**src/rtl/mux_pkg.sv**
```systemverilog
// Shared types and constants for the 4-channel stream demultiplexer.
package mux_pkg;

   localparam int NUM_CH = 4;

   typedef logic [1:0] sel_t;

   typedef enum logic [1:0] {
      CH_A = 2'd0,
      CH_B = 2'd1,
      CH_C = 2'd2,
      CH_D = 2'd3
   } ch_e;

endpackage

```
**src/rtl/demux_slot.sv**
```systemverilog
// One-entry registered holding slot for a single output channel.
// Load wins over consume, so a beat can leave and a new beat can arrive
// in the same cycle, which keeps the channel at one beat per cycle.
module demux_slot #(
   parameter int WIDTH = 8
) (
   input  logic             i_clk,
   input  logic             i_rst_n,
   input  logic             i_load,
   input  logic             i_consume,
   input  logic [WIDTH-1:0] i_data,
   output logic [WIDTH-1:0] o_data,
   output logic             o_vld
);

   logic [WIDTH-1:0] data_reg, data_next;
   logic             vld_reg, vld_next;

   // Next-state: load takes priority; consume alone only clears valid
   always_comb begin
      data_next = data_reg;
      vld_next  = vld_reg;
      if (i_load) begin
         data_next = i_data;
         vld_next  = 1'b1;
      end else if (i_consume) begin
         vld_next  = 1'b0;
      end
   end

   // Slot registers, cleared immediately by reset
   always_ff @(posedge i_clk or negedge i_rst_n) begin
      if (!i_rst_n) begin
         data_reg <= '0;
         vld_reg  <= 1'b0;
      end else begin
         data_reg <= data_next;
         vld_reg  <= vld_next;
      end
   end

   assign o_data = data_reg;
   assign o_vld  = vld_reg;

endmodule

```
**src/rtl/demux4_stream.sv**
```systemverilog
// 1-to-4 valid/ready stream demultiplexer with a holding slot per channel.
// Optional per-channel accepted-beat counters are built when DEMUX4_CNT_EN
// is defined; without it the o_cnt port and counters do not exist.
module demux4_stream
   import mux_pkg::*;
#(
   parameter int WIDTH = 8,
   parameter int CNT_W = 16
) (
   input  logic                    i_clk,
   input  logic                    i_rst_n,
   input  logic [WIDTH-1:0]        i_data,
   input  logic [1:0]              i_sel,
   input  logic                    i_valid,
   output logic                    o_ready,
   output logic [WIDTH-1:0]        o_a,
   output logic [WIDTH-1:0]        o_b,
   output logic [WIDTH-1:0]        o_c,
   output logic [WIDTH-1:0]        o_d,
   output logic [NUM_CH-1:0]       o_vld,
   input  logic [NUM_CH-1:0]       i_rdy
`ifdef DEMUX4_CNT_EN
   ,
   output logic [NUM_CH*CNT_W-1:0] o_cnt
`endif
);

   logic [WIDTH-1:0]  slot_data [NUM_CH];
   logic [NUM_CH-1:0] slot_vld;
   logic [NUM_CH-1:0] load;
   logic [NUM_CH-1:0] consume;
   logic              accept;
   sel_t              sel;

   assign sel = i_sel;

   // The addressed slot can take a beat if empty or draining this cycle;
   // held low during reset so nothing appears accepted.
   assign o_ready = i_rst_n && (!slot_vld[sel] || i_rdy[sel]);
   assign accept  = i_valid && o_ready;

   genvar gi;
   generate
      for (gi = 0; gi < NUM_CH; gi++) begin : g_ch
         assign load[gi]    = accept && (sel == sel_t'(gi));
         assign consume[gi] = slot_vld[gi] && i_rdy[gi];

         demux_slot #(.WIDTH(WIDTH)) u_slot (
            .i_clk     (i_clk),
            .i_rst_n   (i_rst_n),
            .i_load    (load[gi]),
            .i_consume (consume[gi]),
            .i_data    (i_data),
            .o_data    (slot_data[gi]),
            .o_vld     (slot_vld[gi])
         );

`ifdef DEMUX4_CNT_EN
         logic [CNT_W-1:0] cnt_reg;

         // Count accepts to this channel, wrapping naturally at 2^CNT_W
         always_ff @(posedge i_clk or negedge i_rst_n) begin
            if (!i_rst_n) begin
               cnt_reg <= '0;
            end else if (load[gi]) begin
               cnt_reg <= cnt_reg + CNT_W'(1);
            end
         end

         assign o_cnt[gi*CNT_W +: CNT_W] = cnt_reg;
`endif
      end
   endgenerate

   assign o_a   = slot_data[CH_A];
   assign o_b   = slot_data[CH_B];
   assign o_c   = slot_data[CH_C];
   assign o_d   = slot_data[CH_D];
   assign o_vld = slot_vld;

endmodule

```
**config.mk**
```make
export PLATFORM = sky130hd
export DESIGN_NAME = demux4_stream
export DESIGN_NICKNAME = d
export VERILOG_FILES = /design/src/rtl/mux_pkg.sv /design/src/rtl/demux_slot.sv /design/src/rtl/demux4_stream.sv
export SDC_FILE = /design/constraint.sdc
export NUM_CORES = 1
export LEC_CHECK = 0
export ABC_AREA = 0
export CAP_MARGIN = 0
export CORE_ASPECT_RATIO = 1.2
export CORE_MARGIN = 5
export CORE_UTILIZATION = 44
export CTS_CLUSTER_SIZE = 20
export DETAILED_ROUTE_END_ITERATION = 8
export DONT_BUFFER_PORTS = 1
export MAX_ROUTING_LAYER = met4
export PLACE_DENSITY = 0.62
export SETUP_SLACK_MARGIN = 0.3
export SLEW_MARGIN = 20
export SYNTH_ARGS = -nofsm -noshare
export SYNTH_HDL_FRONTEND = slang
export SYNTH_SLANG_ARGS = --single-unit
```
**constraint.sdc**
```tcl
create_clock -name i_clk -period 1.6 [get_ports i_clk]
set_clock_uncertainty 0.15 [all_clocks]
set_input_delay 0.32 -clock i_clk [delete_from_list [all_inputs] [get_ports i_clk]]
set_output_delay 0.32 -clock i_clk [all_outputs]
set_load 0.01 [all_outputs]
```
# Word level (Yosys, flattened, before mapping)
# Cells that the tools add are included.
[word_totals] regBits=36 inputBits=17 output_inout_bits=37 word_cells=41
[op_classes] n_lt_le_gt_ge=1 n_eq_ne=3 muxes=12 reduce_logical=17
[op_table] operator="$logic_and A1 B1 Y1" n=10
[op_table] operator="$mux W1" n=10
[op_table] operator="$reduce_bool A2 Y1" n=4
[op_table] operator="$bmux W1 S2" n=2
[op_table] operator="$eq A2 B2 Y1 const B" n=2
[op_table] operator="$lt A2 B3 Y1 const B" n=1
[op_table] operator="$eq A2 B1 Y1 const B" n=1
[op_table] operator="$logic_not A2 Y1" n=1
[op_table] operator="$logic_not A1 Y1" n=1
[op_table] operator="$logic_or A1 B1 Y1" n=1

# Logic depth before layout (Yosys ltp)
# Gate-level depths: netlist (run 1).
[depth] depth_word=8 depth_mapped=4 ltp_nobuf=3

# Hierarchy
# Synthesis (run 1) repeated with hierarchy kept, for this count alone.
[hier_totals] hier_cells=102 hier_area_um2=1602.8
[by_module_without_submodules] module="demux_slot" n_inst=4 cells_per_inst=20 area_per_inst_um2=369.1 seq_area_each_um2=225.2
[by_module_without_submodules] module="demux4_stream" n_inst=1 cells_per_inst=22 area_per_inst_um2=126.4 seq_area_each_um2=0.0

# Least setup slack after synthesis (run 1)
# Ideal clock, no wire load.
[synth_timing] path_kind="input port to flip-flop" start="input port i_sel[0]" end="register g_ch[1].u_slot.data_reg[0]" setup_ps=125 arrival_time_ps=1347 required_ps=1325 slack_ps=-22 stages=4 path_buffers=1 cell_sequence="buf_4 > and3_4 > nor3b_4 > mux2_2"
[synth_via] elab_chain_cells=7 word_cells_on_any_way=10 cone_classes="eq/ne (1); mux (4); reduce/logical (5)"
[synth_rtl] element="start: declaration" line="demux4_stream.sv:13" source="input logic [1:0] i_sel,"
[synth_rtl] element="$bmux W1 S2" line="demux4_stream.sv:39" source="assign o_ready = i_rst_n && (!slot_vld[sel] || i_rdy[sel]);"
[synth_rtl] element="$mux W1 (implied by the code)" line="demux4_stream.sv:39"
[synth_rtl] element="$logic_not A1 Y1" line="demux4_stream.sv:39"
[synth_rtl] element="$logic_or A1 B1 Y1" line="demux4_stream.sv:39"
[synth_rtl] element="$logic_and A1 B1 Y1" line="demux4_stream.sv:39"
[synth_rtl] element="$logic_and A1 B1 Y1" line="demux4_stream.sv:40" source="assign accept = i_valid && o_ready;"
[synth_rtl] element="$logic_and A1 B1 Y1 (*)" line="demux4_stream.sv:45" source="assign load[gi] = accept && (sel == sel_t'(gi));"
[synth_rtl] element="end signal: assignment" line="demux_slot.sv:37" source="data_reg <= data_next;"
[synth_rtl] element="end: declaration" line="demux_slot.sv:16" source="logic [WIDTH-1:0] data_reg, data_next;"
# Mark *: on every way between the ends. The rest lies on a longest branch, timed or not. The select of a mux whose other input is x is not followed.
# A chain may end at the register's enable or synchronous reset.

# Final worst setup path (run 1)
[layout_timing] start="register g_ch[1].u_slot.vld_reg" end="output port o_ready"
[layout_via] elab_chain_cells=5
[layout_rtl] element="start: declaration" line="demux_slot.sv:17" source="logic vld_reg, vld_next;"
[layout_rtl] element="start signal: assignment" line="demux_slot.sv:38" source="vld_reg <= vld_next;"
[layout_rtl] element="$bmux W1 S2" line="demux4_stream.sv:39"
[layout_rtl] element="$mux W1 (implied by the code)" line="demux4_stream.sv:39"
[layout_rtl] element="$logic_not A1 Y1" line="demux4_stream.sv:39"
[layout_rtl] element="$logic_or A1 B1 Y1" line="demux4_stream.sv:39"
[layout_rtl] element="$logic_and A1 B1 Y1" line="demux4_stream.sv:39"
[layout_rtl] element="end: declaration" line="demux4_stream.sv:15" source="output logic o_ready,"
# Every way passes these cells. The select of a mux whose other input is x is not followed.

==> impl_metrics.yaml, run 1 <==
die:
  initial_utilization_pct: 44.4
  die_h_um: 73.0
  chipWidth_um: 62.5
  ioPinCount: 54
  die-area_um2: 4570
  coreArea_um2: 3280
  row_count: 23
clock_tree:
  clk_pin_slew_worst_paths_ps: 70
  cts.sinks: 36
  cts_max_level: 2
  cts_tree: "done"
  cts_root_buf: "clkbuf_8"
  clk_latency_ps: 280
  cts_buffer_depth: 2
  cts_buffers: 5
logic_synthesis:
  synth-compound-area-share_pct: 1.29
  synth_edf_count: 0
  synthSimpleGateAreaFrac_pct: 8.51
  ys_async_sr_fraction_pct: 100
  seq_area_frac_synth_pct: 61.9
  yosysWarnings: 0
  ys_top_cells_by_area: "dfrtp_1, mux2_2, buf_4, nor3b_4, nand2b_1"
  synth_top_family_by_area: "multiplexers"
  avgSynthCellArea_um2: 15.7
  netlist_area_um2: 1460
  synth_cell_types: 20
  yosys.area.top_type: "dfrtp_1"
  synth_flop_cell: "dfrtp_1"
  yosysMostFrequentCell: "dfrtp_1"
  netlist_instances: 93
  netlist_top_cells_count: "dfrtp_1, mux2_2, buf_4"
  synth-seq-cells: 36
  synth_mux_area_share_pct: 25.4
  synth_fa_ha_area_share_pct: 0
  synthesis.nets: 110
  synth_top_area_share_pct: 61.9
  synthXorXnorAreaFrac_pct: 0
sta:
  fmax_ghz: 0.603
  maxSlewHeadroom_pct: 83.0
  rsz0062_at_grt: "true"
  setup_viol: 6
  holdWs_ps: -421
  period_minus_slack_ps: 1660
  tightest_slew_ps: 255
  min_period_over_period_pct: 104
  setup_ws_ps: -58.4
  hold_viol_final: 36
  maxSlewViolCount: 0
routing:
  vias: 830
  wl_per_cell_um: 22.7
  ant_nets: 0
  wirelength_mm: 3.25
  drcViolationCount: 0
  drt_pass1_iterations: 3
  drtIter0Drc: 39
  vias_per_cell: 5.80
outcome:
  run_status: "finished, violations left"
  violations: "hold timing, setup timing"
power_and_ir_drop:
  p_leak_nw: 0.820
  power_density_nw_per_um2: 1260
  peakVddDrop_mv: 0.792
job:
  drv_cap: 0
critical_path:
  cp.arrival_ps: 1190
  critical_path.endpoint: "o_ready"
  start_kind: "flip-flop"
  cp-end-kind: "primary output"
  timing.rr.end: "g_ch[1].u_slot.o_data[3]$_DFFE_PN0P_"
  startpoint: "g_ch[1].u_slot.o_vld$_DFFE_PN0P_"
  crit_fanout: 2
  cp_data_required_time_ps: 1130
  critPathKind: "flip-flop to primary output"
  reg2regPathDepth: 5
  regToRegSetupSlack_ps: -10
  reg2reg_from: "g_ch[1].u_slot.o_vld$_DFFE_PN0P_"
placement:
  portBuffers: 0
  dp_hpwl_mm: 2.17
  place.gp.congestion: 0.716
  placed_cell_area_um2: 1580
global_route:
  grt_pass1_vias: 939
  grt_max_degree: 41
  grt_pass1_wl_mm: 5.15
  grt_use_total_pct: 15.3
  grt_antenna_before_repair: 0
  grt_overflow: 0
layout:
  insertedDiodeCount: 0
  final_util_pct: 55.3
  nets: 122
  syn2layout_area_growth_pct: 24.5
  drive_gt1_share_pct: 55.7
  final_area_um2: 1810
hold_path:
  hp-class: "input port to asynchronous set/reset pin"
[layout make-up]
type,count,area (um2)
Fill cell,286,1470
Timing Repair Buffer,10,146
Clock buffer,8,90.1
Multi-Input combinational cell,52,628
Sequential cell,36,902
Tap cell,37,46.3
[state kept, by name, summed over array words and instances, names as in the netlist]
name / cells
g_ch.u_slot.o_vld: 4
g_ch.u_slot.o_data: 32
[where the power goes]
group / switching, mW / internal [mW] / total [mW]
logic: 0.0777 / 0.226 / 0.304
registers: 0.236 / 1.10 / 1.34
clock network: 0.297 / 0.351 / 0.648
total: 0.611 / 1.68 / 2.29
[placed cells by master, fill, tap and decap left out]
| master | netlist | final |
|---|---|---|
| or2_2 | 1 | 1 |
| clkbuf_1 | 0 | 2 |
| and3_4 | 1 | 1 |
| nand3_2 | 1 | 1 |
| a21oi_2 | 0 | 1 |
| mux2i_1 | 1 | 1 |
| mux2_2 | 31 | 14 |
| nand4bb_1 | 1 | 1 |
| nand4_1 | 1 | 1 |
| dfrtp_1 | 36 | 35 |
| dfrtp_2 | 0 | 1 |
| mux2_4 | 0 | 17 |
| nand2b_1 | 3 | 2 |
| nor2b_2 | 0 | 1 |
| nor3b_4 | 2 | 2 |
| mux2_1 | 1 | 1 |
| nand2_1 | 2 | 2 |
| nor2_1 | 1 | 1 |
| o311ai_2 | 0 | 1 |
| buf_12 | 0 | 2 |
| nand2b_4 | 0 | 1 |
| buf_16 | 0 | 1 |
| buf_6 | 0 | 7 |
| clkbuf_8 | 0 | 6 |
| nand3_4 | 0 | 2 |
| o21ai_0 | 1 | 1 |
[stage by stage]
step | cells | hold slack, ps | setup TNS [ps] | worst slack, ps | total power [mW]
4_1_cts | 143 | -431 | -129 | -73.5 | 2.32
2_1_floorplan | 93 | -126 | 0 | 1.85 | 1.54
3_3_place_gp | 130 | -124 | 0 | 107 | 1.59
6_report | 143 | -421 | -76.4 | -58.4 | 2.29
5_1_grt | 143 | -444 | -524 | -132 | 2.39
3_5_place_dp | 130 | -124 | 0 | 105 | 1.61
[cell families (layout without fill, tap and decap cells)]
family | count (synthesis) | count (layout)
AO/OA/AOI/OAI | 3 | 3
buffers and inverters | 6 | 18
flip-flops | 36 | 36
multiplexers | 33 | 33
AND/OR/NAND/NOR | 15 | 16
[worst min-delay path by stage]
stage                  from                              endpoint  slack, ps  cells after the start
finish              i_rst_n      g_ch[0].u_slot.o_vld$_DFFE_PN0P_       -420                      0
global route        i_rst_n      g_ch[0].u_slot.o_vld$_DFFE_PN0P_       -440                      0
CTS                 i_rst_n      g_ch[0].u_slot.o_vld$_DFFE_PN0P_       -430                      0
detailed placement  i_rst_n      g_ch[0].u_slot.o_vld$_DFFE_PN0P_       -120                      0
global placement    i_rst_n  g_ch[2].u_slot.o_data[7]$_DFFE_PN0P_       -120                      0
floorplan           i_rst_n  g_ch[0].u_slot.o_data[0]$_DFFE_PN0P_       -130                      0
[repair_timing]
action	CTS	global route
gates resized for setup	19	3
pin swaps	4	3
endpoints found under the hold margin	36	36
setup endpoints to repair	34	32
cloned	2	0
buffers inserted	3	0
[critical path, stage by stage, from the launching register on]
cell and delay, ps:
dfrtp_1 390, buf_6 130, nand4bb_1 100, o311ai_2 120, a21oi_2 170
[layer usage]
metal  global-route usage (%)  up-vias  wire (um)
met4                     6.13        0         57
met3                     7.55        7        284
li1                         -      349          -
met5                        -        -          0
met2                     26.2       37       1760
met1                     14.9      437       1150
No activity file was read; power rests on OpenSTA's default activity.
==> run 2, diff against run 1 <==
Settings changed: CORE_MARGIN 5 to not set.
==> run 2 against run 1 <==
Effect of this change:
- the run ends with setup timing left
- cell area up 5.5%
- critical path depth is the same
- routed wire length fell by 2.0%
- critical path type unchanged
- largest cell class unchanged
- largest power group unchanged
- highest routed layer unchanged
==> impl_metrics.yaml, run 2 (synthesis results as in run 1) <==
outcome:
  run_status: "finished, violations left"
  violations: "setup timing"
routing:
  wl_per_cell_um: 20.7
  wl_met3_um: 168
  drtIter0Drc: 18
  wirelength_mm: 3.18
  ant_nets: 0
  drcViolationCount: 0
  dr.max_layer_used: "met4"
  met2_length_mm: 1.72
  vias: 866
  drt_pass1_iterations: 3
  wl_met1_mm: 1.27
  vias_per_cell: 5.62
global_route:
  grt_overflow: 0
  grt_max_degree: 41
  grt_pass1_wl_mm: 4.74
  grt_antenna_before_repair: 0
  grt_use_total_pct: 20.7
  grt_pass1_vias: 877
die:
  die-area_um2: 3550
  coreArea_um2: 3110
  initial_utilization_pct: 46.8
  chipWidth_um: 54.5
  ioPinCount: 54
  die_h_um: 65.0
  row_count: 22
power_and_ir_drop:
  p_leak_nw: 0.889
  power_density_nw_per_um2: 1150
  peakVddDrop_mv: 0.853
  p_total_mw: 2.21
critical_path:
  cp.arrival_ps: 1200
  critPathKind: "flip-flop to primary output"
  crit_fanout: 2
  path_buf_inv: 1
  timing.rr.end: "g_ch[1].u_slot.o_data[5]$_DFFE_PN0P_"
  regToRegSetupSlack_ps: 40
  reg2reg_from: "g_ch[1].u_slot.o_vld$_DFFE_PN0P_"
  critical_path.top_delay_family: "flip-flops"
  path_cells: "buf_6, nand4bb_1, o311ai_1, a21oi_2"
  reg2regPathDepth: 4
  cp_slowest_cell: "dfrtp_1"
  cp_data_required_time_ps: 1130
  max_stage_delay_ps: 390
  cp-end-kind: "primary output"
  start_kind: "flip-flop"
sta:
  hold_viol_final: 0
  maxSlewViolCount: 0
  fmax_ghz: 0.598
  period_minus_slack_ps: 1670
  tightest_slew_ps: 292
  setup_ws_ps: -72.3
  maxSlewHeadroom_pct: 80.2
  tns_ps: -72.3
  setup_viol: 1
  rsz0062_at_grt: "true"
  min_period_over_period_pct: 105
job:
  drv_cap: 0
layout:
  nets: 134
  largest_reg_flops: 32
  syn2layout_area_growth_pct: 31.4
  final_util_pct: 61.5
  insertedDiodeCount: 0
  layout_commonest_cell: "dfrtp_1"
  drive_gt1_share_pct: 47.5
  final_cell_mix: "dfrtp_1, mux2_4, dlygate4sd3_1, buf_6, mux2_2"
hold_path:
  hp-class: "input port to flip-flop"
  hold_depth: 2
  min_to: "g_ch[3].u_slot.o_vld$_DFFE_PN0P_"
  min_from: "i_sel[1]"
clock_tree:
  cts_root_buf: "clkbuf_4"
  clk_pin_slew_worst_paths_ps: 100
  clk_latency_ps: 320
  cts.sinks: 36
  cts_buffer_depth: 2
  cts_tree: "done"
  cts_max_level: 2
  cts_buffers: 5
placement:
  dp_hpwl_mm: 1.90
  place.gp.congestion: 0.600
  portBuffers: 0
## run 2: cell type report
cell class / instances / area [um2]
Fill cell: 246 / 1200
Sequential cell: 36 / 901
Multi-Input combinational cell: 52 / 648
Timing Repair Buffer: 22 / 260
Clock buffer: 8 / 58.8
Tap cell: 36 / 45.0
## run 2: worst register-to-register path: stages, from the launching register on
cell and delay [ps]:
dfrtp_1 390, nor2b_1 160, nor3b_4 240, buf_12 170
mux2_2 330
## run 2: per-stage QoR
| step | area, um2 | setup slack, ps | hold slack, ps | cells |
|---|---|---|---|---|
| after floorplan | 1520 | 1.85 | -126 | 93 |
| after global placement | 1580 | 101 | -125 | 129 |
| after CTS | 1850 | -152 | -502 | 149 |
| after global routing | 1910 | -196 | 16.8 | 154 |
| final | 1910 | -72.3 | 41.3 | 154 |
| after detailed placement | 1580 | 75.8 | -124 | 129 |
## run 2: where the power goes
part	switching, mW	internal [mW]
combinational	0.108	0.272
clock	0.281	0.217
sequential	0.230	1.10
## run 2: worst max-delay path by stage
stage	from	to	cells past startpoint
after detailed placement	i_sel[0]	g_ch[1].u_slot.o_data[5]$_DFFE_PN0P_	4
final	g_ch[1].u_slot.o_vld$_DFFE_PN0P_	o_ready	4
after global placement	g_ch[1].u_slot.o_vld$_DFFE_PN0P_	g_ch[1].u_slot.o_data[5]$_DFFE_PN0P_	4
after CTS	g_ch[1].u_slot.o_vld$_DFFE_PN0P_	o_ready	4
after global routing	g_ch[1].u_slot.o_vld$_DFFE_PN0P_	o_ready	4
after floorplan	i_sel[0]	g_ch[1].u_slot.o_data[0]$_DFFE_PN0P_	4
## run 2: what timing repair did
item                                    in CTS  in global routing
endpoints found under the hold margin       69                 37
gates cloned                                 2                  0
pin swaps                                    2                  1
gates resized for setup                     26                  2
setup buffers                                2                  1
hold buffers                                 8                  4
endpoints found under the setup margin      37                 37
## run 2: metal layers
| layer | up-vias | global-route usage, % |
|---|---|---|
| met2 | 30 | 32.0 |
| met3 | 4 | 7.51 |
| li1 | 377 | - |
| met5 | - | - |
| met1 | 455 | 24.7 |
| met4 | 0 | 6.73 |
==> run 3, diff against run 2 <==
Settings changed: CORE_UTILIZATION 44 to 30, CTS_BUF_LIST set to sky130_fd_sc_hd__clkbuf_4 sky130_fd_sc_hd__clkbuf_8, PLACE_DENSITY 0.62 to 0.46, TNS_END_PERCENT set to 1.
==> run 3 against run 2 <==
Effect of this change:
- worst hold slack worse by 470 ps
- critical path depth unchanged
- cell area down 6.6%
- the run ends with hold timing, setup timing left
- setup slack better by 35 ps
- sequential share of layout area up 3.3 points
- sequential power about the same
- combinational power down 18%
- via count down 9.0%
- sequential cell count unchanged
- first-iteration DRC count up 100%
- largest cell class unchanged
- routed wire length down 3.5%
==> impl_metrics.yaml, run 3 (synthesis results as in run 1) <==
outcome:
  run_status: "finished, violations left"
  violations: "hold timing, setup timing"
layout:
  layout_commonest_cell: "dfrtp_1"
  largest_reg_flops: 32
  insertedDiodeCount: 0
  drive_gt1_share_pct: 54.3
  syn2layout_area_growth_pct: 22.7
  final_cell_mix: "dfrtp_1, mux2_4, mux2_2, buf_6, clkbuf_8"
  nFillCells: 460
  nets: 121
die:
  coreArea_um2: 4630
  row_count: 27
  initial_utilization_pct: 31.5
  die_h_um: 78.3
  chipWidth_um: 65.6
  ioPinCount: 54
  die-area_um2: 5140
global_route:
  grt_use_total_pct: 13.9
  grt_pass1_vias: 924
  grt_overflow: 0
  grt_max_degree: 41
  grt_pass1_wl_mm: 5.09
  grt_antenna_before_repair: 0
power_and_ir_drop:
  power_density_nw_per_um2: 1290
  p_int_mw: 1.68
  peakVddDrop_mv: 0.726
  p_total_mw: 2.30
  p_leak_nw: 0.839
  p_comb_share_pct: 13.6
  swShare_pct: 27.0
  p_clk_share_pct: 28.6
  p_sw_mw: 0.622
  power_frac_seq_pct: 57.8
critical_path:
  reg2reg_from: "g_ch[1].u_slot.o_vld$_DFFE_PN0P_"
  cp_data_required_time_ps: 1130
  path_cells: "buf_6, nand4bb_1, o311ai_1, a21oi_2"
  start_kind: "flip-flop"
  critPathKind: "flip-flop to primary output"
  cp_slowest_cell: "dfrtp_1"
  timing.rr.end: "g_ch[1].u_slot.o_data[7]$_DFFE_PN0P_"
  max_stage_delay_ps: 390
  cp.arrival_ps: 1170
  crit_fanout: 2
  regToRegSetupSlack_ps: 70
  cp-end-kind: "primary output"
  reg2regPathDepth: 4
clock_tree:
  cts_buffer_depth: 2
  cts_tree: "done"
  clk_latency_ps: 280
  cts_max_level: 2
  cts_root_buf: "clkbuf_8"
  cts.sinks: 36
  cts_buffers: 5
  clk_pin_slew_worst_paths_ps: 70
routing:
  met2_length_mm: 1.49
  drcViolationCount: 0
  ant_nets: 0
  drt_pass1_iterations: 2
  wl_per_cell_um: 18.9
  wl_met3_um: 248
  dr.max_layer_used: "met4"
  vias_per_cell: 4.83
  wl_met1_mm: 1.30
  vias: 788
  drtIter0Drc: 36
  wirelength_mm: 3.07
job:
  drv_cap: 0
placement:
  portBuffers: 0
  dp_hpwl_mm: 2.13
  place.gp.congestion: 0.647
hold_path:
  hp-class: "input port to asynchronous set/reset pin"
sta:
  setup_viol: 1
  rsz0062_at_grt: "true"
  maxSlewViolCount: 0
  fmax_ghz: 0.611
  maxSlewHeadroom_pct: 79.6
  holdWs_ps: -425
  tightest_slew_ps: 302
  setup_ws_ps: -37.6
  hold_viol_final: 36
  min_period_over_period_pct: 102
  period_minus_slack_ps: 1640
[run 3: cell types whose count changed in the layout (fill, tap and decap cells not counted), sizes merged]
cell,before,now
clkinv,0,2
buf,11,10
dlygate4sd3,11,0
nand3,3,2
clkbuf,8,6
[run 3: layout make-up]
| class | instances | area, um2 | share of cell area (%) |
|---|---|---|---|
| multi-input combinational | 51 | 619 | 34.7 |
| timing repair buffer | 10 | 101 | 5.67 |
| tap | 58 | 72.6 | 4.06 |
| clock buffer | 6 | 82.6 | 4.62 |
| sequential | 36 | 901 | 50.4 |
| clock inverter | 2 | 10.0 | 0.560 |
[run 3: routing by layer]
layer	GRT usage (%)	vias up
li1	-	344
met1	17.8	401
met2	20.6	36
met3	4.36	7
met4	5.22	0
met5	-	-
[run 3: worst max path at each step]
stage | slack, ps | start | endpoint
detailed placement | 80 | g_ch[3].u_slot.o_vld$_DFFE_PN0P_ | g_ch[3].u_slot.o_data[7]$_DFFE_PN0P_
global placement | 90 | g_ch[3].u_slot.o_vld$_DFFE_PN0P_ | g_ch[3].u_slot.o_data[1]$_DFFE_PN0P_
floorplan | -20 | i_sel[0] | g_ch[1].u_slot.o_data[0]$_DFFE_PN0P_
CTS | -60 | g_ch[1].u_slot.o_vld$_DFFE_PN0P_ | o_ready
finish | -40 | g_ch[1].u_slot.o_vld$_DFFE_PN0P_ | o_ready
global route | -110 | g_ch[1].u_slot.o_vld$_DFFE_PN0P_ | o_ready
[run 3: power groups by stage]
stage | registers [mW] | logic, mW | clock network (mW)
floorplan | 1.29 | 0.204 | 0
global placement | 1.34 | 0.211 | 0
detailed placement | 1.34 | 0.221 | 0
CTS | 1.33 | 0.316 | 0.688
global route | 1.35 | 0.340 | 0.733
finish | 1.33 | 0.313 | 0.659
[run 3: metrics by stage]
stage               area (um2)  instances  TNS (ps)  worst slack, ps  util [%]
floorplan                 1460         93      -155            -21.7         -
global route              1790        163      -114             -114      38.6
CTS                       1780        163     -58.5            -58.5      38.4
detailed placement        1550        153         0             82.7      33.4
global placement          1550        153         0             93.7      33.4
finish                    1790        163     -37.6            -37.6      38.6
[run 3: critical path, delay by kind of cell (launching register included)]
kind / cells / cell delay, ps
flip-flops: 1 / 390
AO/OA/AOI/OAI: 2 / 280
buffers and inverters: 1 / 130
AND/OR/NAND/NOR: 1 / 80
[run 3: repair_timing]
| item | in CTS | in global routing |
|---|---|---|
| pin swaps | 3 | 3 |
| setup endpoints to repair | 34 | 38 |
| endpoints found under the hold margin | 36 | 36 |
| setup buffers | 2 | 0 |
| resized for setup | 33 | 3 |
